<file path="src/rtl/uart_pkg.sv">
// Shared constants, state encoding and helpers for the UART receive path.
package uart_pkg;

   localparam int PARITY_NONE = 0;
   localparam int PARITY_ODD  = 1;
   localparam int PARITY_EVEN = 2;

   typedef enum logic [2:0] {
      S_IDLE,
      S_START,
      S_DATA,
      S_PARITY,
      S_STOP,
      S_WAIT_HIGH
   } rx_state_e;

   // Clocks per serial bit; integer divide, so the rate error is truncated.
   function automatic int clks_per_bit(input int clk_hz, input int baud);
      return clk_hz / baud;
   endfunction

endpackage

</file>
<file path="src/rtl/uart_rx_sync_vote.sv">
// Two-flop synchroniser followed by a 3-tap majority vote. Everything
// resets to 1 so an idle-high line never looks like a start bit.
module uart_rx_sync_vote (
   input  logic clk,
   input  logic rst_n,
   input  logic din,
   output logic line,
   output logic vote
);

   logic [1:0] sync;
   logic [2:0] taps;

   // Synchronise the pin and keep the three most recent synchronised samples.
   always_ff @(posedge clk or negedge rst_n) begin
      if (!rst_n) begin
         // NOTE: reset to the idle level (1), not 0, or every reset release fakes a start bit.
         sync <= 2'b11;
         taps <= 3'b111;
      end else begin
         // NOTE: non-blocking so each stage captures the previous stage's old value.
         sync <= {sync[0], din};
         taps <= {taps[1:0], sync[1]};
      end
   end

   assign line = sync[1];
   assign vote = (taps[0] & taps[1]) | (taps[0] & taps[2]) | (taps[1] & taps[2]);

endmodule

</file>
<file path="src/rtl/uart_rx_frame.sv">
// Parametrised UART receiver: configurable width/parity/stop bits, majority
// sampling, error flags and a valid/ready holding register.
module uart_rx_frame
   import uart_pkg::*;
#(
   parameter int CLK_RATE  = 100000000,
   parameter int BAUD_RATE = 9600,
   parameter int DATA_BITS = 8,
   parameter int PARITY    = 0,
   parameter int STOP_BITS = 1
) (
   input  logic                 clk,
   input  logic                 rst_n,
   input  logic                 uart_data_in,
   output logic [DATA_BITS-1:0] rx_data,
   output logic                 rx_valid,
   input  logic                 rx_ready,
   output logic                 parity_err,
   output logic                 frame_err,
   output logic                 overrun,
   output logic                 busy
);

   localparam int CLKS_PER_BIT = clks_per_bit(CLK_RATE, BAUD_RATE);
   localparam int HALF         = CLKS_PER_BIT / 2;
   localparam int CNT_W        = $clog2(CLKS_PER_BIT);
   localparam int BIT_W        = $clog2(DATA_BITS);

   localparam logic [CNT_W-1:0] CNT_HALF   = CNT_W'(HALF - 1);
   localparam logic [CNT_W-1:0] CNT_LAST   = CNT_W'(CLKS_PER_BIT - 1);
   localparam logic [BIT_W-1:0] BIT_LAST   = BIT_W'(DATA_BITS - 1);
   localparam logic             PAR_ON     = (PARITY != PARITY_NONE);
   localparam logic             PAR_TARGET = (PARITY == PARITY_ODD);

   rx_state_e            state, state_nxt;
   logic [CNT_W-1:0]     clk_cnt;
   logic [BIT_W-1:0]     bit_idx;
   logic                 stop_idx;
   logic [DATA_BITS-1:0] shift_reg;
   logic                 par_err_q;
   logic                 frm_err_q;
   logic                 line;
   logic                 vote;
   logic                 start_pt;
   logic                 bit_pt;
   logic                 stop_last;
   logic                 frame_done;

   uart_rx_sync_vote u_sync_vote (
      .clk   (clk),
      .rst_n (rst_n),
      .din   (uart_data_in),
      .line  (line),
      .vote  (vote)
   );

   // State register.
   always_ff @(posedge clk or negedge rst_n) begin
      if (!rst_n) state <= S_IDLE;
      else        state <= state_nxt;
   end

   // Next-state decode; a low last stop sample parks in WAIT_HIGH until the line recovers.
   always_comb begin
      // NOTE: default first so no path through the case leaves state_nxt unassigned (latch).
      state_nxt = state;
      case (state)
         S_IDLE:      if (!line) state_nxt = S_START;
         S_START:     if (start_pt) state_nxt = vote ? S_IDLE : S_DATA;
         S_DATA:      if (bit_pt && bit_idx == BIT_LAST) state_nxt = PAR_ON ? S_PARITY : S_STOP;
         S_PARITY:    if (bit_pt) state_nxt = S_STOP;
         S_STOP:      if (frame_done) state_nxt = vote ? S_IDLE : S_WAIT_HIGH;
         S_WAIT_HIGH: if (line) state_nxt = S_IDLE;
         default:     state_nxt = S_IDLE;
      endcase
   end

   // Sample strobes and status derived from the current state.
   always_comb begin
      busy       = (state != S_IDLE);
      start_pt   = (state == S_START) && (clk_cnt == CNT_HALF);
      bit_pt     = ((state == S_DATA) || (state == S_PARITY) || (state == S_STOP)) &&
                   (clk_cnt == CNT_LAST);
      stop_last  = (STOP_BITS == 1) || stop_idx;
      frame_done = (state == S_STOP) && bit_pt && stop_last;
   end

   // Bit timing counter, payload shift register and per-frame error accumulators.
   always_ff @(posedge clk or negedge rst_n) begin
      if (!rst_n) begin
         clk_cnt   <= '0;
         bit_idx   <= '0;
         stop_idx  <= 1'b0;
         shift_reg <= '0;
         par_err_q <= 1'b0;
         frm_err_q <= 1'b0;
      end else begin
         case (state)
            S_START: begin
               if (start_pt) begin
                  clk_cnt   <= '0;
                  bit_idx   <= '0;
                  stop_idx  <= 1'b0;
                  par_err_q <= 1'b0;
                  frm_err_q <= 1'b0;
               end else begin
                  clk_cnt <= clk_cnt + 1'b1;
               end
            end
            S_DATA, S_PARITY, S_STOP: begin
               if (bit_pt) begin
                  clk_cnt <= '0;
                  if (state == S_DATA) begin
                     // LSB arrives first, so shifting right leaves bit 0 at the bottom.
                     shift_reg <= {vote, shift_reg[DATA_BITS-1:1]};
                     bit_idx   <= bit_idx + 1'b1;
                  end else if (state == S_PARITY) begin
                     par_err_q <= PAR_ON && ((^shift_reg ^ vote) != PAR_TARGET);
                  end else begin
                     if (!vote) frm_err_q <= 1'b1;
                     stop_idx <= 1'b1;
                  end
               end else begin
                  clk_cnt <= clk_cnt + 1'b1;
               end
            end
            default: clk_cnt <= '0;
         endcase
      end
   end

   // Holding register: load a completed frame if there is room, otherwise drop it and flag overrun.
   always_ff @(posedge clk or negedge rst_n) begin
      if (!rst_n) begin
         rx_data    <= '0;
         rx_valid   <= 1'b0;
         parity_err <= 1'b0;
         frame_err  <= 1'b0;
         overrun    <= 1'b0;
      end else begin
         overrun <= 1'b0;
         if (frame_done) begin
            if (!rx_valid || rx_ready) begin
               rx_data    <= shift_reg;
               parity_err <= par_err_q;
               frame_err  <= frm_err_q | ~vote;
               rx_valid   <= 1'b1;
            end else begin
               overrun <= 1'b1;
            end
         end else if (rx_ready) begin
            rx_valid <= 1'b0;
         end
      end
   end

endmodule

</file>
<file path="config.mk">
export PLATFORM = sky130hd
export DESIGN_NAME = uart_rx_frame
export DESIGN_NICKNAME = d
export VERILOG_FILES = /design/src/rtl/uart_pkg.sv /design/src/rtl/uart_rx_sync_vote.sv /design/src/rtl/uart_rx_frame.sv
export SDC_FILE = /design/constraint.sdc
export NUM_CORES = 1
export LEC_CHECK = 0
export ABC_AREA = 1
export CAP_MARGIN = 0
export CORE_MARGIN = 5
export CORE_UTILIZATION = 45
export CTS_BUF_LIST = sky130_fd_sc_hd__clkbuf_4 sky130_fd_sc_hd__clkbuf_8
export CTS_CLUSTER_DIAMETER = 100
export DETAILED_ROUTE_END_ITERATION = 8
export PLACE_DENSITY = 0.75
export SLEW_MARGIN = 10
export SYNTH_ARGS = -nofsm -noshare
export SYNTH_HDL_FRONTEND = slang
export SYNTH_HIERARCHICAL = 1
export SYNTH_SLANG_ARGS = --single-unit
export TNS_END_PERCENT = 10
</file>
<file path="constraint.sdc">
create_clock -name clk -period 2 [get_ports clk]
set_clock_uncertainty 0.2 [all_clocks]
set_input_delay 0.4 -clock clk [delete_from_list [all_inputs] [get_ports clk]]
set_output_delay 0.4 -clock clk [all_outputs]
set_load 0.03 [all_outputs]
</file>
Word-level counts from Yosys, hierarchy flattened. Index checks and enable logic that the tools add are counted. Widths: inputs -> output; s select.

Bits in registers: 47. Output and inout port bits: 13. Logic and storage cells: 94.

$add $sub $neg: 2. Equal/unequal tests: 21. Multiplexer cells: 31. Bitwise operators: 7. Reduce and logical (&&, ||, !) cells: 20.

Operator list (number): $mux 3 (10); $mux 14 (2); $pmux 14 s2 (1); $ne 2x2->1 const B (11); $pmux 3 s6 (1); $add 14x1->14 const B (1); $eq 14x13->1 const B (1); $eq 14x14->1 const B (1); $mux 1 (13); $reduce_and 6->1 (2); $eq 3x3->1 const B (3); $eq 3x2->1 const B (2); $pmux 3 s2 (1); $reduce_and 5->1 (1); $logic_and 1x1->1 (4); $ne 2x1->1 const B (2); $pmux 1 s2 (2); $reduce_and 2->1 (2); $reduce_and 4->1 (1); $reduce_bool 2->1 (2); $add 3x1->3 const B (1); $and 1x1->1 (3); $eq 3x1->1 const B (1); $logic_not 3->1 (1); 8 further kinds (12).

Logic depth before layout (Yosys ltp). Gate-level depths: netlist of the first run.

Depth in word-level cells: 8. Gate-level depth with buffers: 12. Depth with buffers taken out: 12.

Hierarchy. Netlist of the first run, hierarchy kept.

Modules (own cells, without submodules): uart_rx_frame (times used 1, cells an instance 264, area an instance 2134.5 um^2, seq. area each 1001.0 um^2); uart_rx_sync_vote (times used 1, cells an instance 9, area an instance 152.6 um^2, seq. area each 131.4 um^2).

Least setup slack after synthesis of the first run. No wires, ideal clock.

Path kind: register to register. Start point: reg clk_cnt[0]. End point: reg rx_data[6]. Library setup time: 0.118 ns. Arrival time: 1.334 ns. Slack: 0.348 ns. Cell stages (with the launch flop): 10. Path buffers: 1. Clock period less this slack: 1.652 ns. Cell sequence: dfrtp_1 > ha_1 > nand3_2 > nor2_1 > nand2_2 > nor2_4 > nand2_4 > buf_6 > nand2_2 > o21ai_2.

Cells in the longest elaborated chain, start to end: 4.

RTL lines: start, declared (RTL line uart_rx_frame.sv:36) `logic [CNT_W-1:0] clk_cnt;`; start signal, assigned (RTL line uart_rx_frame.sv:107) `clk_cnt <= clk_cnt + 1'b1;`; start signal, assigned (RTL line uart_rx_frame.sv:124) `clk_cnt <= clk_cnt + 1'b1;`; $eq 14x14->1 (RTL line uart_rx_frame.sv:83) `(clk_cnt == CNT_LAST);`; $logic_and 1x1->1 (RTL line uart_rx_frame.sv:82) `bit_pt = ((state == S_DATA) || (state == S_PARITY) || (state == S_STOP)) &&`; $logic_and 1x1->1 (RTL line uart_rx_frame.sv:85) `frame_done = (state == S_STOP) && bit_pt && stop_last;`; $reduce_and 2->1 (no source line); end signal, assigned (RTL line uart_rx_frame.sv:144) `rx_data <= shift_reg;`; end, declared (RTL line uart_rx_frame.sv:15) `output logic [DATA_BITS-1:0] rx_data,`.

No other way between the ends. A chain may end at the register's enable or synchronous reset.

Worst setup path after layout of the first run.
Start point: reg rx_data[7]. End point: out rx_data[7].

No word-level cell between the ends.

==> impl_results.html, run 1 <==
<table>
<tr><th>Metric</th><th>Value</th></tr>
<tr><th colspan="2">Status</th></tr>
<tr><td>Run status</td><td>completed</td></tr>
<tr><th colspan="2">Power and ir drop</th></tr>
<tr><td>Pwr Density</td><td>585 mW/mm^2</td></tr>
<tr><td>Leakage Power</td><td>1.26 nW</td></tr>
<tr><td>Worst-case vdd ir drop</td><td>0.000386 V</td></tr>
<tr><th colspan="2">Place</th></tr>
<tr><td>Weighted congestion at the end of routability-driven global placement</td><td>0.899</td></tr>
<tr><td>Number of input and output port buffers inserted</td><td>15</td></tr>
<tr><td>Post-DP HPWL</td><td>2840 microns</td></tr>
<tr><th colspan="2">Clock network</th></tr>
<tr><td>Clock edge transition at the registers on the reported setup and hold paths</td><td>0.09 ns</td></tr>
<tr><td>TritonCTS clock tree</td><td>built</td></tr>
<tr><td>Number of levels the H-tree was split into</td><td>2</td></tr>
<tr><td>Number of CTS-inserted buffers</td><td>5</td></tr>
<tr><td>Clock latency of the later-clocked register in the worst-skew pair</td><td>0.30 ns</td></tr>
<tr><td>Post-CTS Repair Setup Buffers</td><td>0</td></tr>
<tr><td>CTS sink cnt</td><td>45</td></tr>
<tr><td>Root cell of the clock tree</td><td>clkbuf_8</td></tr>
<tr><td>Maximum buffer depth of the clock tree</td><td>2</td></tr>
<tr><th colspan="2">Setup path</th></tr>
<tr><td>Register-to-register setup slack</td><td>0.19 ns</td></tr>
<tr><td>Reg2reg end</td><td>clk_cnt[3]</td></tr>
<tr><td>FF-to-FF Start</td><td>clk_cnt[0]</td></tr>
<tr><td>Ordered cell list for the critical path</td><td>clkdlybuf4s50_1</td></tr>
<tr><td>Cell family with the largest share of critical-path delay</td><td>buffers and inverters</td></tr>
<tr><td>Arrival time at the worst endpoint</td><td>1.33 ns</td></tr>
<tr><td>Worst Path Required</td><td>1.40 ns</td></tr>
<tr><td>Crit. End Element</td><td>output port</td></tr>
<tr><td>CP Buf/Inv Count</td><td>1</td></tr>
<tr><td>Worst Reg-to-Reg Cells</td><td>11</td></tr>
<tr><td>Maximum fanout count along the critical path</td><td>2</td></tr>
<tr><td>Critical path type</td><td>register to output port</td></tr>
<tr><td>Kind of launch point of the worst setup path</td><td>register</td></tr>
<tr><td>Slowest CP cell</td><td>clkdlybuf4s50_1</td></tr>
<tr><td>Biggest cell delay along the critical path</td><td>0.67 ns</td></tr>
<tr><th colspan="2">Floorplanning</th></tr>
<tr><td>Number of placement rows</td><td>26</td></tr>
<tr><td>Die ar.</td><td>0.00661 sq mm</td></tr>
<tr><td>Starting density of the core</td><td>0.457</td></tr>
<tr><td>IO Count</td><td>17</td></tr>
<tr><td>Die Ht</td><td>81.3 microns</td></tr>
<tr><td>Core box area</td><td>0.00501 sq mm</td></tr>
<tr><td>X dimension of the die</td><td>81.3 microns</td></tr>
<tr><th colspan="2">Cells and area</th></tr>
<tr><td>Ant. Diodes</td><td>0</td></tr>
<tr><td>Max FFs per register</td><td>14</td></tr>
<tr><td>Synthesis-to-finish area growth</td><td>14.8%</td></tr>
<tr><td>Net total in the final layout</td><td>301</td></tr>
<tr><td>Share of layout cells above drive strength 1</td><td>0.180</td></tr>
<tr><td>Utilization of the core after routing</td><td>0.524</td></tr>
<tr><th colspan="2">Yosys</th></tr>
<tr><td>Most used flip-flop cell after synthesis</td><td>dfrtp_1</td></tr>
<tr><td>Biggest area consumer among synthesized cells</td><td>dfrtp_1</td></tr>
<tr><td>Gate count of the mapped netlist</td><td>273</td></tr>
<tr><td>Syn_nets</td><td>281</td></tr>
<tr><td>Leading post-synthesis cells by instance count</td><td>69 x nand2_1, 40 x dfrtp_1, 37 x inv_1</td></tr>
<tr><td>Fraction of registers with async set/reset</td><td>1.00</td></tr>
<tr><td>Number of enable-type register cells in the synthesized netlist</td><td>0</td></tr>
<tr><td>Number of synthesis warnings</td><td>6</td></tr>
<tr><td>Synthesized flop and latch total</td><td>45</td></tr>
<tr><td>Most common cell in the synthesized netlist</td><td>nand2_1</td></tr>
<tr><td>Cell types occupying the most area after synthesis</td><td>dfrtp_1 44%, nand2_1 11%, inv_1 6.1%</td></tr>
<tr><td>Count of cell types in the netlist</td><td>29</td></tr>
<tr><td>Area share of the largest cell type after synthesis</td><td>0.438</td></tr>
<tr><td>Sequential share of the synthesized area</td><td>0.495</td></tr>
<tr><td>Syn_area_per_cell</td><td>8.38 sq um</td></tr>
<tr><td>Post-synthesis cell area</td><td>0.00229 sq mm</td></tr>
<tr><th colspan="2">Detailed routing</th></tr>
<tr><td>Detailed route wirelength on metal2</td><td>1780 microns</td></tr>
<tr><td>Routed wl met3</td><td>134 microns</td></tr>
<tr><td>Final routed wire length divided by cell count</td><td>10.7 microns</td></tr>
<tr><td>Wire length the detailed router placed on met1</td><td>1910 microns</td></tr>
<tr><td>Post-DR vias/cell</td><td>4.73</td></tr>
<tr><td>Final routed DRC violation total</td><td>0</td></tr>
<tr><td>Final routed wirelength across all metal layers</td><td>3900 microns</td></tr>
<tr><td>Initial detailed-routing violation count</td><td>95</td></tr>
<tr><td>Final antenna-violating net count</td><td>0</td></tr>
<tr><td>Total number of vias</td><td>1723</td></tr>
<tr><td>Pre-Repair DR Iteration Count</td><td>5</td></tr>
<tr><td>Max Used Layer</td><td>met4</td></tr>
<tr><th colspan="2">Flow run</th></tr>
<tr><td>Max-cap check violation count</td><td>0</td></tr>
<tr><th colspan="2">STA</th></tr>
<tr><td>Highest clock frequency the design can meet</td><td>517 MHz</td></tr>
<tr><td>Final hold viol count</td><td>0</td></tr>
<tr><td>Final-report max-slew violation count</td><td>0</td></tr>
<tr><td>Total Negative Setup Slacks</td><td>0 ns</td></tr>
<tr><td>Unrepaired setup endpoints after global routing</td><td>yes</td></tr>
<tr><td>Final setup fails</td><td>0</td></tr>
<tr><td>Part of the cycle the worst path needs</td><td>0.967</td></tr>
<tr><td>Final critical-path required period</td><td>1.93 ns</td></tr>
<tr><th colspan="2">GRT</th></tr>
<tr><td>Maximum number of pins on one net before global-route repair</td><td>46</td></tr>
<tr><td>Via count of the first global-routing pass</td><td>1631</td></tr>
<tr><td>Gr ovfl total</td><td>0</td></tr>
<tr><td>Initial antenna violation count</td><td>0</td></tr>
<tr><td>Wire length of the first global-routing pass</td><td>7030 microns</td></tr>
<tr><td>Total routing usage reported by global routing</td><td>0.137</td></tr>
<tr><th colspan="2">Worst hold path</th></tr>
<tr><td>Worst Hold Class</td><td>register to register</td></tr>
<tr><td>Hold-critical path endpoint</td><td>u_sync_vote/sync[1]</td></tr>
<tr><td>Launch instance of the worst min-delay path</td><td>u_sync_vote/sync[0]</td></tr>
<tr><td>Count of cells along the worst hold path</td><td>0</td></tr>
</table>
## power breakdown
part	internal, mW	switching (mW)	leakage, nW
clock	0.252	0.323	0.0447
sequential	0.918	0.00301	0.591
combinational	0.0129	0.0257	0.621
## metal layers
metal	vias up	GRT usage
li1	891	-
met1	803	0.174
met2	23	0.223
met3	6	0.0333
met4	0	0.0574
met5	-	0
## how the worst max path moves through the flow
stage                     from         end  slack [ns]  cells after the start
floorplan           clk_cnt[0]  rx_data[6]        0.35                      9
global placement      state[0]        busy        0.17                      3
detailed placement    state[1]        busy        0.16                      3
CTS                 rx_data[6]  rx_data[6]        0.02                      1
global route        clk_cnt[0]    state[0]       -0.01                     10
finish              rx_data[7]  rx_data[7]        0.07                      1
## cell usage in the layout, fill, tap and decap left out, types with 3 or more instances in the layout
cell and n:
nor3_2 3, inv_1 37, ha_1 4, o21ai_0 15
clkbuf_8 5, nor2_2 7, xor2_1 5, nand4_1 4
dfrtp_1 40, dfstp_2 5, nand2_2 8, o21ai_2 7
nand2_1 69, nand3_1 19, clkdlybuf4s50_1 11, nor2_1 20
nand3_2 3, a21oi_1 5, o21ai_1 3
## cell families after synthesis
logic type,count (synthesis),share of synthesized area
simple gates,141,0.292
buf+inv,45,0.0875
flops,45,0.495
compound gates,32,0.0826
xor+xnor,5,0.0191
fa+ha+maj,4,0.0219
other cells,1,0.00164
## timing repair
action | in CTS | in global routing
endpoints found under the hold margin | 40 | 0
endpoints found under the setup margin | 1 | 7
hold buffers | 1 | 0
gates resized for setup | 1 | 7
## per-stage QoR
stage	cell area [sq um]	setup WS [ns]	hold slack (ns)	total power, mW	std cells
floorplan	2290	0.348	-0.0956	0.950	273
global placement	2510	0.172	0.147	0.978	355
detailed placement	2510	0.161	0.150	0.978	355
CTS	2620	0.0242	0.164	1.56	364
global route	2630	-0.0101	0.169	1.61	364
finish	2630	0.0655	0.162	1.54	364
## worst register-to-register path, cell delays in order (launching register included)
cell,delay [ns]
dfrtp_1,0.41
ha_1,0.24
nand2_1,0.07
inv_1,0.04
nand2_1,0.04
nor2_1,0.03
nand2_1,0.10
nand2_1,0.11
nand2_2,0.11
inv_2,0.06
buf_12,0.14
nor3b_1,0.17
## final cells by class
cell class                 instances  area (sq um)
tap                               70          87.6
clock inverter                     3          25.0
multi-input combinational        183           963
clock buffer                       5          68.8
fill                             476          2380
sequential                        45          1130
timing repair buffer              19           203
inverter                          39           146
No activity file was read; power rests on OpenSTA's default activity.
==> inputs of run 2 (changes only) <==
==> constraint.sdc (replaced) <==
create_clock -name clk -period 2 [get_ports clk]
set_clock_uncertainty 0.2 [all_clocks]
set_input_delay 0.3 -clock clk [delete_from_list [all_inputs] [get_ports clk]]
set_output_delay 0.3 -clock clk [all_outputs]
set_load 0.03 [all_outputs]
==> run 2 against run 1 <==
Via count fell by 1.6%. Count of clock-buffer cells in the layout did not move. Highest routed layer unchanged. Wire length rose by 0.82%. Sequential cell count did not move. Critical path type unchanged.
==> impl_results.html, run 2 (synthesized netlist as in run 1, its figures left out) <==
<table>
<tr><th>Metric</th><th>Value</th></tr>
<tr><th colspan="2">STA</th></tr>
<tr><td>Final critical-path required period</td><td>1.86 ns (was 1.93 ns)</td></tr>
<tr><td>Part of the cycle the worst path needs</td><td>0.929 (was 0.967)</td></tr>
<tr><td>Post-route worst setup slack</td><td>0.142 ns (was 0.0655 ns)</td></tr>
<tr><td>Final setup fails</td><td>0 (unchanged)</td></tr>
<tr><td>Slew of the pin with the lowest slew margin</td><td>0.528 ns</td></tr>
<tr><td>Total Negative Setup Slacks</td><td>0 ns (unchanged)</td></tr>
<tr><td>Worst max-slew margin expressed relative to the limit</td><td>0.648</td></tr>
<tr><td>Final-report max-slew violation count</td><td>0 (unchanged)</td></tr>
<tr><td>Highest clock frequency the design can meet</td><td>538 MHz (was 517 MHz)</td></tr>
<tr><td>Final hold viol count</td><td>0 (unchanged)</td></tr>
<tr><td>Unrepaired setup endpoints after global routing</td><td>yes (unchanged)</td></tr>
<tr><th colspan="2">Detailed routing</th></tr>
<tr><td>Final routed wire length divided by cell count</td><td>10.8 microns (was 10.7 microns)</td></tr>
<tr><td>Final routed DRC violation total</td><td>0 (unchanged)</td></tr>
<tr><td>Initial detailed-routing violation count</td><td>102 (was 95)</td></tr>
<tr><td>Final antenna-violating net count</td><td>0 (unchanged)</td></tr>
<tr><td>Final routed wirelength across all metal layers</td><td>3930 microns (was 3900 microns)</td></tr>
<tr><td>Total number of vias</td><td>1695 (was 1723)</td></tr>
<tr><td>Pre-Repair DR Iteration Count</td><td>5 (unchanged)</td></tr>
<tr><td>Post-DR vias/cell</td><td>4.67 (was 4.73)</td></tr>
<tr><th colspan="2">Cells and area</th></tr>
<tr><td>Most common cell after layout, fill and taps aside</td><td>nand2_1 (unchanged)</td></tr>
<tr><td>Net total in the final layout</td><td>300 (was 301)</td></tr>
<tr><td>Synthesis-to-finish area growth</td><td>14.0% (was 14.8%)</td></tr>
<tr><td>Utilization of the core after routing</td><td>0.520 (was 0.524)</td></tr>
<tr><td>Fill cell total of the finished layout</td><td>475 (was 476)</td></tr>
<tr><td>Commonest cells after routing, fill and taps aside</td><td>69 x nand2_1, 40 x dfrtp_1, 37 x inv_1, 20 x nor2_1, 18 x nand3_1 (was 69 x nand2_1, 40 x dfrtp_1, 37 x inv_1, 20 x nor2_1, 19 x nand3_1)</td></tr>
<tr><td>Share of layout cells above drive strength 1</td><td>0.177 (was 0.180)</td></tr>
<tr><td>Max FFs per register</td><td>14 (unchanged)</td></tr>
<tr><td>Ant. Diodes</td><td>0 (unchanged)</td></tr>
<tr><th colspan="2">GRT</th></tr>
<tr><td>Initial antenna violation count</td><td>0 (unchanged)</td></tr>
<tr><td>Via count of the first global-routing pass</td><td>1602 (was 1631)</td></tr>
<tr><td>Maximum number of pins on one net before global-route repair</td><td>25 (was 46)</td></tr>
<tr><td>Gr ovfl total</td><td>0 (unchanged)</td></tr>
<tr><td>Wire length of the first global-routing pass</td><td>6920 microns (was 7030 microns)</td></tr>
<tr><td>Total routing usage reported by global routing</td><td>0.132 (was 0.137)</td></tr>
<tr><th colspan="2">Worst hold path</th></tr>
<tr><td>Count of cells along the worst hold path</td><td>0 (unchanged)</td></tr>
<tr><td>Worst Hold Class</td><td>register to register (unchanged)</td></tr>
<tr><th colspan="2">Setup path</th></tr>
<tr><td>Maximum fanout count along the critical path</td><td>2 (unchanged)</td></tr>
<tr><td>Total number of cells along the worst setup path</td><td>1 (unchanged)</td></tr>
<tr><td>Biggest cell delay along the critical path</td><td>0.68 ns (was 0.67 ns)</td></tr>
<tr><td>Critical path type</td><td>register to output port (unchanged)</td></tr>
<tr><td>Worst Path Required</td><td>1.50 ns (was 1.40 ns)</td></tr>
<tr><td>Kind of launch point of the worst setup path</td><td>register (unchanged)</td></tr>
<tr><td>CP Buf/Inv Count</td><td>1 (unchanged)</td></tr>
<tr><td>Slowest CP cell</td><td>clkdlybuf4s50_1 (unchanged)</td></tr>
<tr><td>Arrival time at the worst endpoint</td><td>1.36 ns (was 1.33 ns)</td></tr>
<tr><td>Cell family with the largest share of critical-path delay</td><td>buffers and inverters (unchanged)</td></tr>
<tr><td>Ordered cell list for the critical path</td><td>clkdlybuf4s50_1 (unchanged)</td></tr>
<tr><td>Worst Reg-to-Reg Cells</td><td>10 (was 11)</td></tr>
<tr><td>Crit. End Element</td><td>output port (unchanged)</td></tr>
<tr><th colspan="2">Power and ir drop</th></tr>
<tr><td>Total power of the final layout</td><td>1.54 mW (about the same)</td></tr>
<tr><td>Leakage Power</td><td>1.22 nW (was 1.26 nW)</td></tr>
<tr><td>Worst-case vdd ir drop</td><td>0.000287 V (was 0.000386 V)</td></tr>
<tr><td>Pwr Density</td><td>592 mW/mm^2 (was 585 mW/mm^2)</td></tr>
<tr><th colspan="2">Place</th></tr>
<tr><td>Placement-stage worst setup slack</td><td>0.166 ns (was 0.161 ns)</td></tr>
<tr><td>Weighted congestion at the end of routability-driven global placement</td><td>0.873 (was 0.899)</td></tr>
<tr><td>Number of input and output port buffers inserted</td><td>15 (unchanged)</td></tr>
<tr><td>Post-DP HPWL</td><td>2940 microns (was 2840 microns)</td></tr>
<tr><th colspan="2">Flow run</th></tr>
<tr><td>Max-cap check violation count</td><td>0 (unchanged)</td></tr>
<tr><th colspan="2">Clock network</th></tr>
<tr><td>Number of CTS-inserted buffers</td><td>5 (unchanged)</td></tr>
<tr><td>CTS sink cnt</td><td>45 (unchanged)</td></tr>
<tr><td>Root cell of the clock tree</td><td>clkbuf_8 (unchanged)</td></tr>
<tr><td>TritonCTS clock tree</td><td>built (unchanged)</td></tr>
<tr><td>Clock edge transition at the registers on the reported setup and hold paths</td><td>0.09 ns (about the same)</td></tr>
<tr><td>Number of levels the H-tree was split into</td><td>2 (unchanged)</td></tr>
<tr><td>Clock latency of the later-clocked register in the worst-skew pair</td><td>0.30 ns (about the same)</td></tr>
<tr><td>Maximum buffer depth of the clock tree</td><td>2 (unchanged)</td></tr>
<tr><th colspan="2">Floorplanning</th></tr>
<tr><td>Die ar.</td><td>0.00661 sq mm (unchanged)</td></tr>
<tr><td>Starting density of the core</td><td>0.457 (unchanged)</td></tr>
<tr><td>Number of placement rows</td><td>26 (unchanged)</td></tr>
<tr><td>X dimension of the die</td><td>81.3 microns (unchanged)</td></tr>
<tr><td>Die Ht</td><td>81.3 microns (unchanged)</td></tr>
<tr><td>IO Count</td><td>17 (unchanged)</td></tr>
<tr><td>Core box area</td><td>0.00501 sq mm (unchanged)</td></tr>
<tr><th colspan="2">Status</th></tr>
<tr><td>Run status</td><td>completed (unchanged)</td></tr>
</table>
run 2: what timing repair did:
item | CTS | global route
pin swaps | 0 | 0
setup endpoints to repair | 1 | 5
hold buffers | 1 | 0
resized for setup | 1 | 3
buffers inserted | 0 | 0
hold endpoints to repair | 16 | 0
run 2: final timing paths:
path	start	end	slack, ns
hold reg to reg	u_sync_vote/sync[0]	u_sync_vote/sync[1]	0.16
setup reg to reg	clk_cnt[0]	frm_err_q	0.15
min in group asynchronous	rst_n	clk_cnt[3]	0.30
setup / recovery	rx_data[7]	rx_data[7]	0.14
hold / removal	u_sync_vote/sync[0]	u_sync_vote/sync[1]	0.16
max in group asynchronous	rst_n	frm_err_q	0.80
run 2: cell type report:
| type | instances | area [sq um] | share of cell area |
|---|---|---|---|
| Clock buffer | 5 | 68.8 | 0.0264 |
| Multi-Input combinational cell | 183 | 966 | 0.370 |
| Sequential cell | 45 | 1130 | 0.434 |
| Clock inverter | 3 | 25.0 | 0.00960 |
| Inverter | 39 | 146 | 0.0561 |
| Tap cell | 70 | 87.6 | 0.0336 |
| Timing Repair Buffer | 18 | 181 | 0.0696 |
run 2: per-stage QoR:
stage	hold WS (ns)	std cells	cell area [sq um]
3_3_place_gp	0.0977	354	2490
6_report	0.161	363	2610
5_1_grt	0.164	363	2610
4_1_cts	0.163	363	2600
2_1_floorplan	-0.196	273	2290
3_5_place_dp	0.109	354	2490
run 2: metal layers:
layer,wire (microns),track usage
met5,0,0
met4,56,0.0541
met3,151,0.0233
met2,1820,0.202
met1,1900,0.185
run 2: power by group:
group | switching [mW] | total [mW] | leakage, nW | internal, mW
registers | 0.00299 | 0.921 | 0.591 | 0.918
clock network | 0.328 | 0.582 | 0.0452 | 0.255
logic | 0.0261 | 0.0387 | 0.585 | 0.0127
total | 0.357 | 1.54 | 1.22 | 1.19
==> inputs of run 3 (changes only) <==
Settings changed: CORE_UTILIZATION 45 to 60, PLACE_DENSITY 0.75 to 0.93.
==> run 3 against run 2 <==
Design area shrank 1.2%. Fmax down 3.3%. Die area fell by 22%. Sequential cell count did not move. Sequential share of layout area grew 0.55 points. Final cell count is 5.8% lower. Via count rose by 4.9%. Critical path depth is 11 higher. Clock power increased by 2%. Non-clock buffer count increased by 1. Global-route usage grew 4.7 points. Critical endpoint is now frm_err_q. Highest routed layer unchanged.
==> impl_results.html, run 3 (synthesized netlist as in run 1, its figures left out) <==
<table>
<tr><th>Metric</th><th>Value</th></tr>
<tr><th colspan="2">Floorplanning</th></tr>
<tr><td>IO Count</td><td>17 (unchanged)</td></tr>
<tr><td>Die ar.</td><td>0.00515 sq mm (was 0.00661 sq mm)</td></tr>
<tr><td>Die Ht</td><td>71.7 microns (was 81.3 microns)</td></tr>
<tr><td>Number of placement rows</td><td>22 (was 26)</td></tr>
<tr><td>Starting density of the core</td><td>0.620 (was 0.457)</td></tr>
<tr><td>X dimension of the die</td><td>71.7 microns (was 81.3 microns)</td></tr>
<tr><td>Core box area</td><td>0.00369 sq mm (was 0.00501 sq mm)</td></tr>
<tr><th colspan="2">Detailed routing</th></tr>
<tr><td>Pre-Repair DR Iteration Count</td><td>4 (was 5)</td></tr>
<tr><td>Final antenna-violating net count</td><td>0 (unchanged)</td></tr>
<tr><td>Post-DR vias/cell</td><td>5.20 (was 4.67)</td></tr>
<tr><td>Final routed DRC violation total</td><td>0 (unchanged)</td></tr>
<tr><td>Final routed wirelength across all metal layers</td><td>4300 microns (was 3930 microns)</td></tr>
<tr><td>Initial detailed-routing violation count</td><td>115 (was 102)</td></tr>
<tr><td>Total number of vias</td><td>1778 (was 1695)</td></tr>
<tr><td>Final routed wire length divided by cell count</td><td>12.6 microns (was 10.8 microns)</td></tr>
<tr><th colspan="2">Status</th></tr>
<tr><td>Run status</td><td>completed (unchanged)</td></tr>
<tr><th colspan="2">Cells and area</th></tr>
<tr><td>Max FFs per register</td><td>14 (unchanged)</td></tr>
<tr><td>Fill cell total of the finished layout</td><td>275 (was 475)</td></tr>
<tr><td>Utilization of the core after routing</td><td>0.698 (was 0.520)</td></tr>
<tr><td>Ant. Diodes</td><td>0 (unchanged)</td></tr>
<tr><td>Net total in the final layout</td><td>301 (was 300)</td></tr>
<tr><td>Most common cell after layout, fill and taps aside</td><td>nand2_1 (unchanged)</td></tr>
<tr><td>Post-route insts no fill</td><td>342 (was 363)</td></tr>
<tr><td>Share of layout cells above drive strength 1</td><td>0.180 (was 0.177)</td></tr>
<tr><td>Area taken by multi-input logic gates</td><td>966 sq um (unchanged)</td></tr>
<tr><td>Area taken by flip-flops and latches</td><td>0.00113 sq mm (unchanged)</td></tr>
<tr><td>Synthesis-to-finish area growth</td><td>12.6% (was 14.0%)</td></tr>
<tr><td>Commonest cells after routing, fill and taps aside</td><td>69 x nand2_1, 40 x dfrtp_1, 37 x inv_1, 20 x nor2_1, 18 x nand3_1 (unchanged)</td></tr>
<tr><th colspan="2">Place</th></tr>
<tr><td>Post-DP HPWL</td><td>3170 microns (was 2940 microns)</td></tr>
<tr><td>Number of input and output port buffers inserted</td><td>15 (unchanged)</td></tr>
<tr><td>Weighted congestion at the end of routability-driven global placement</td><td>0.895 (was 0.873)</td></tr>
<tr><td>Placement-stage worst setup slack</td><td>0.149 ns (was 0.166 ns)</td></tr>
<tr><td>Placed cell count</td><td>333 (was 354)</td></tr>
<tr><th colspan="2">GRT</th></tr>
<tr><td>Initial antenna violation count</td><td>0 (unchanged)</td></tr>
<tr><td>Wire length of the first global-routing pass</td><td>7220 microns (was 6920 microns)</td></tr>
<tr><td>Gr ovfl total</td><td>0 (unchanged)</td></tr>
<tr><td>Total routing usage reported by global routing</td><td>0.179 (was 0.132)</td></tr>
<tr><td>Maximum number of pins on one net before global-route repair</td><td>27 (was 25)</td></tr>
<tr><td>Via count of the first global-routing pass</td><td>1730 (was 1602)</td></tr>
<tr><th colspan="2">Setup path</th></tr>
<tr><td>Kind of launch point of the worst setup path</td><td>register (unchanged)</td></tr>
<tr><td>Worst Reg-to-Reg Cells</td><td>12 (was 10)</td></tr>
<tr><td>Worst Path Required</td><td>2.01 ns (was 1.50 ns)</td></tr>
<tr><td>Reg2reg end</td><td>frm_err_q (unchanged)</td></tr>
<tr><td>Critical path type</td><td>register to register (was register to output port)</td></tr>
<tr><td>Register-to-register setup slack</td><td>0.08 ns (was 0.15 ns)</td></tr>
<tr><td>Arrival time at the worst endpoint</td><td>1.93 ns (was 1.36 ns)</td></tr>
<tr><td>Crit. End Element</td><td>register (was output port)</td></tr>
<tr><td>Maximum fanout count along the critical path</td><td>14 (was 2)</td></tr>
<tr><td>FF-to-FF Start</td><td>clk_cnt[0] (unchanged)</td></tr>
<tr><th colspan="2">Clock network</th></tr>
<tr><td>Root cell of the clock tree</td><td>clkbuf_8 (unchanged)</td></tr>
<tr><td>Clock latency of the later-clocked register in the worst-skew pair</td><td>0.32 ns (was 0.30 ns)</td></tr>
<tr><td>Number of CTS-inserted buffers</td><td>5 (unchanged)</td></tr>
<tr><td>Post-CTS Repair Setup Buffers</td><td>0 (unchanged)</td></tr>
<tr><td>Clock edge transition at the registers on the reported setup and hold paths</td><td>0.09 ns (about the same)</td></tr>
<tr><td>TritonCTS clock tree</td><td>built (unchanged)</td></tr>
<tr><td>CTS sink cnt</td><td>45 (unchanged)</td></tr>
<tr><td>Maximum buffer depth of the clock tree</td><td>2 (unchanged)</td></tr>
<tr><td>Number of levels the H-tree was split into</td><td>2 (unchanged)</td></tr>
<tr><th colspan="2">Power and ir drop</th></tr>
<tr><td>Worst-case vdd ir drop</td><td>0.000575 V (was 0.000287 V)</td></tr>
<tr><td>Leakage Power</td><td>1.22 nW (about the same)</td></tr>
<tr><td>Pwr Density</td><td>602 mW/mm^2 (was 592 mW/mm^2)</td></tr>
<tr><td>Total power of the final layout</td><td>1.55 mW (was 1.54 mW)</td></tr>
<tr><th colspan="2">Flow run</th></tr>
<tr><td>Max-cap check violation count</td><td>0 (unchanged)</td></tr>
<tr><th colspan="2">STA</th></tr>
<tr><td>Final hold viol count</td><td>0 (unchanged)</td></tr>
<tr><td>Final-report max-slew violation count</td><td>0 (unchanged)</td></tr>
<tr><td>Unrepaired setup endpoints after global routing</td><td>yes (unchanged)</td></tr>
<tr><td>Post-route worst setup slack</td><td>0.0788 ns (was 0.142 ns)</td></tr>
<tr><td>Worst Hold Slack</td><td>0.160 ns (was 0.161 ns)</td></tr>
<tr><td>Highest clock frequency the design can meet</td><td>521 MHz (was 538 MHz)</td></tr>
<tr><td>Part of the cycle the worst path needs</td><td>0.961 (was 0.929)</td></tr>
<tr><td>Final critical-path required period</td><td>1.92 ns (was 1.86 ns)</td></tr>
<tr><td>Final setup fails</td><td>0 (unchanged)</td></tr>
<tr><th colspan="2">Worst hold path</th></tr>
<tr><td>Worst Hold Class</td><td>register to register (unchanged)</td></tr>
<tr><td>Launch instance of the worst min-delay path</td><td>u_sync_vote/sync[0] (unchanged)</td></tr>
<tr><td>Count of cells along the worst hold path</td><td>0 (unchanged)</td></tr>
<tr><td>Hold-critical path endpoint</td><td>u_sync_vote/sync[1] (unchanged)</td></tr>
</table>
==> run 3: cell count changes in the layout (fill, tap and decap cells not counted), sizes merged <==
cell / previous run / this run
buf: 3 / 4
clkinv: 0 / 1
inv: 41 / 40
==> run 3: area by class of cell <==
class / count / area share
Timing Repair Buffer: 19 / 0.0685
Clock inverter: 3 / 0.00972
Clock buffer: 5 / 0.0267
Multi-Input combinational cell: 183 / 0.375
Sequential cell: 45 / 0.440
Tap cell: 48 / 0.0233
Inverter: 39 / 0.0569
==> run 3: worst max-delay path: stages, from the launching register on <==
cell and delay (ns):
dfrtp_1 0.41, ha_1 0.21, nand2_1 0.06, inv_1 0.05
nand2_1 0.05, nor2_1 0.12, nand2_1 0.11, nand2_1 0.12
nand2_2 0.09, inv_2 0.21, nand2_1 0.08, nand2_1 0.07
nand2_1 0.05
==> run 3: timing repair <==
action                                  4_1_cts  5_1_grt
hold endpoints to repair                     40        0
hold buffers                                  1        0
endpoints found under the setup margin        1        3
resized for setup                             1        4
==> run 3: worst max-delay path by stage <==
stage / from / end / slack, ns / depth (start not counted)
floorplan: clk_cnt[0] / rx_data[6] / 0.35 / 9
global placement: clk_cnt[0] / frm_err_q / 0.23 / 10
detailed placement: clk_cnt[0] / frm_err_q / 0.15 / 10
CTS: clk_cnt[0] / state[2] / 0.1 / 10
global route: clk_cnt[0] / frm_err_q / -0.008 / 12
finish: clk_cnt[0] / frm_err_q / 0.08 / 12
==> run 3: metal layers <==
layer,vias to the layer above,GRT usage,share of wire
met3,12,0.0491,0.051
met2,52,0.311,0.50
met5,-,0,0
met1,821,0.199,0.43
met4,0,0.0898,0.023
li1,893,-,-
==> run 3: through the flow <==
stage	setup TNS, ns	area [sq um]
finish	0	2570
global placement	0	2460
global route	-0.00839	2570
floorplan	0	2290
detailed placement	0	2460
CTS	0	2560
==> run 3: power breakdown <==
part / switching [mW] / internal, mW
combinational: 0.0254 / 0.0114
sequential: 0.00321 / 0.918
clock: 0.339 / 0.252
total: 0.368 / 1.18
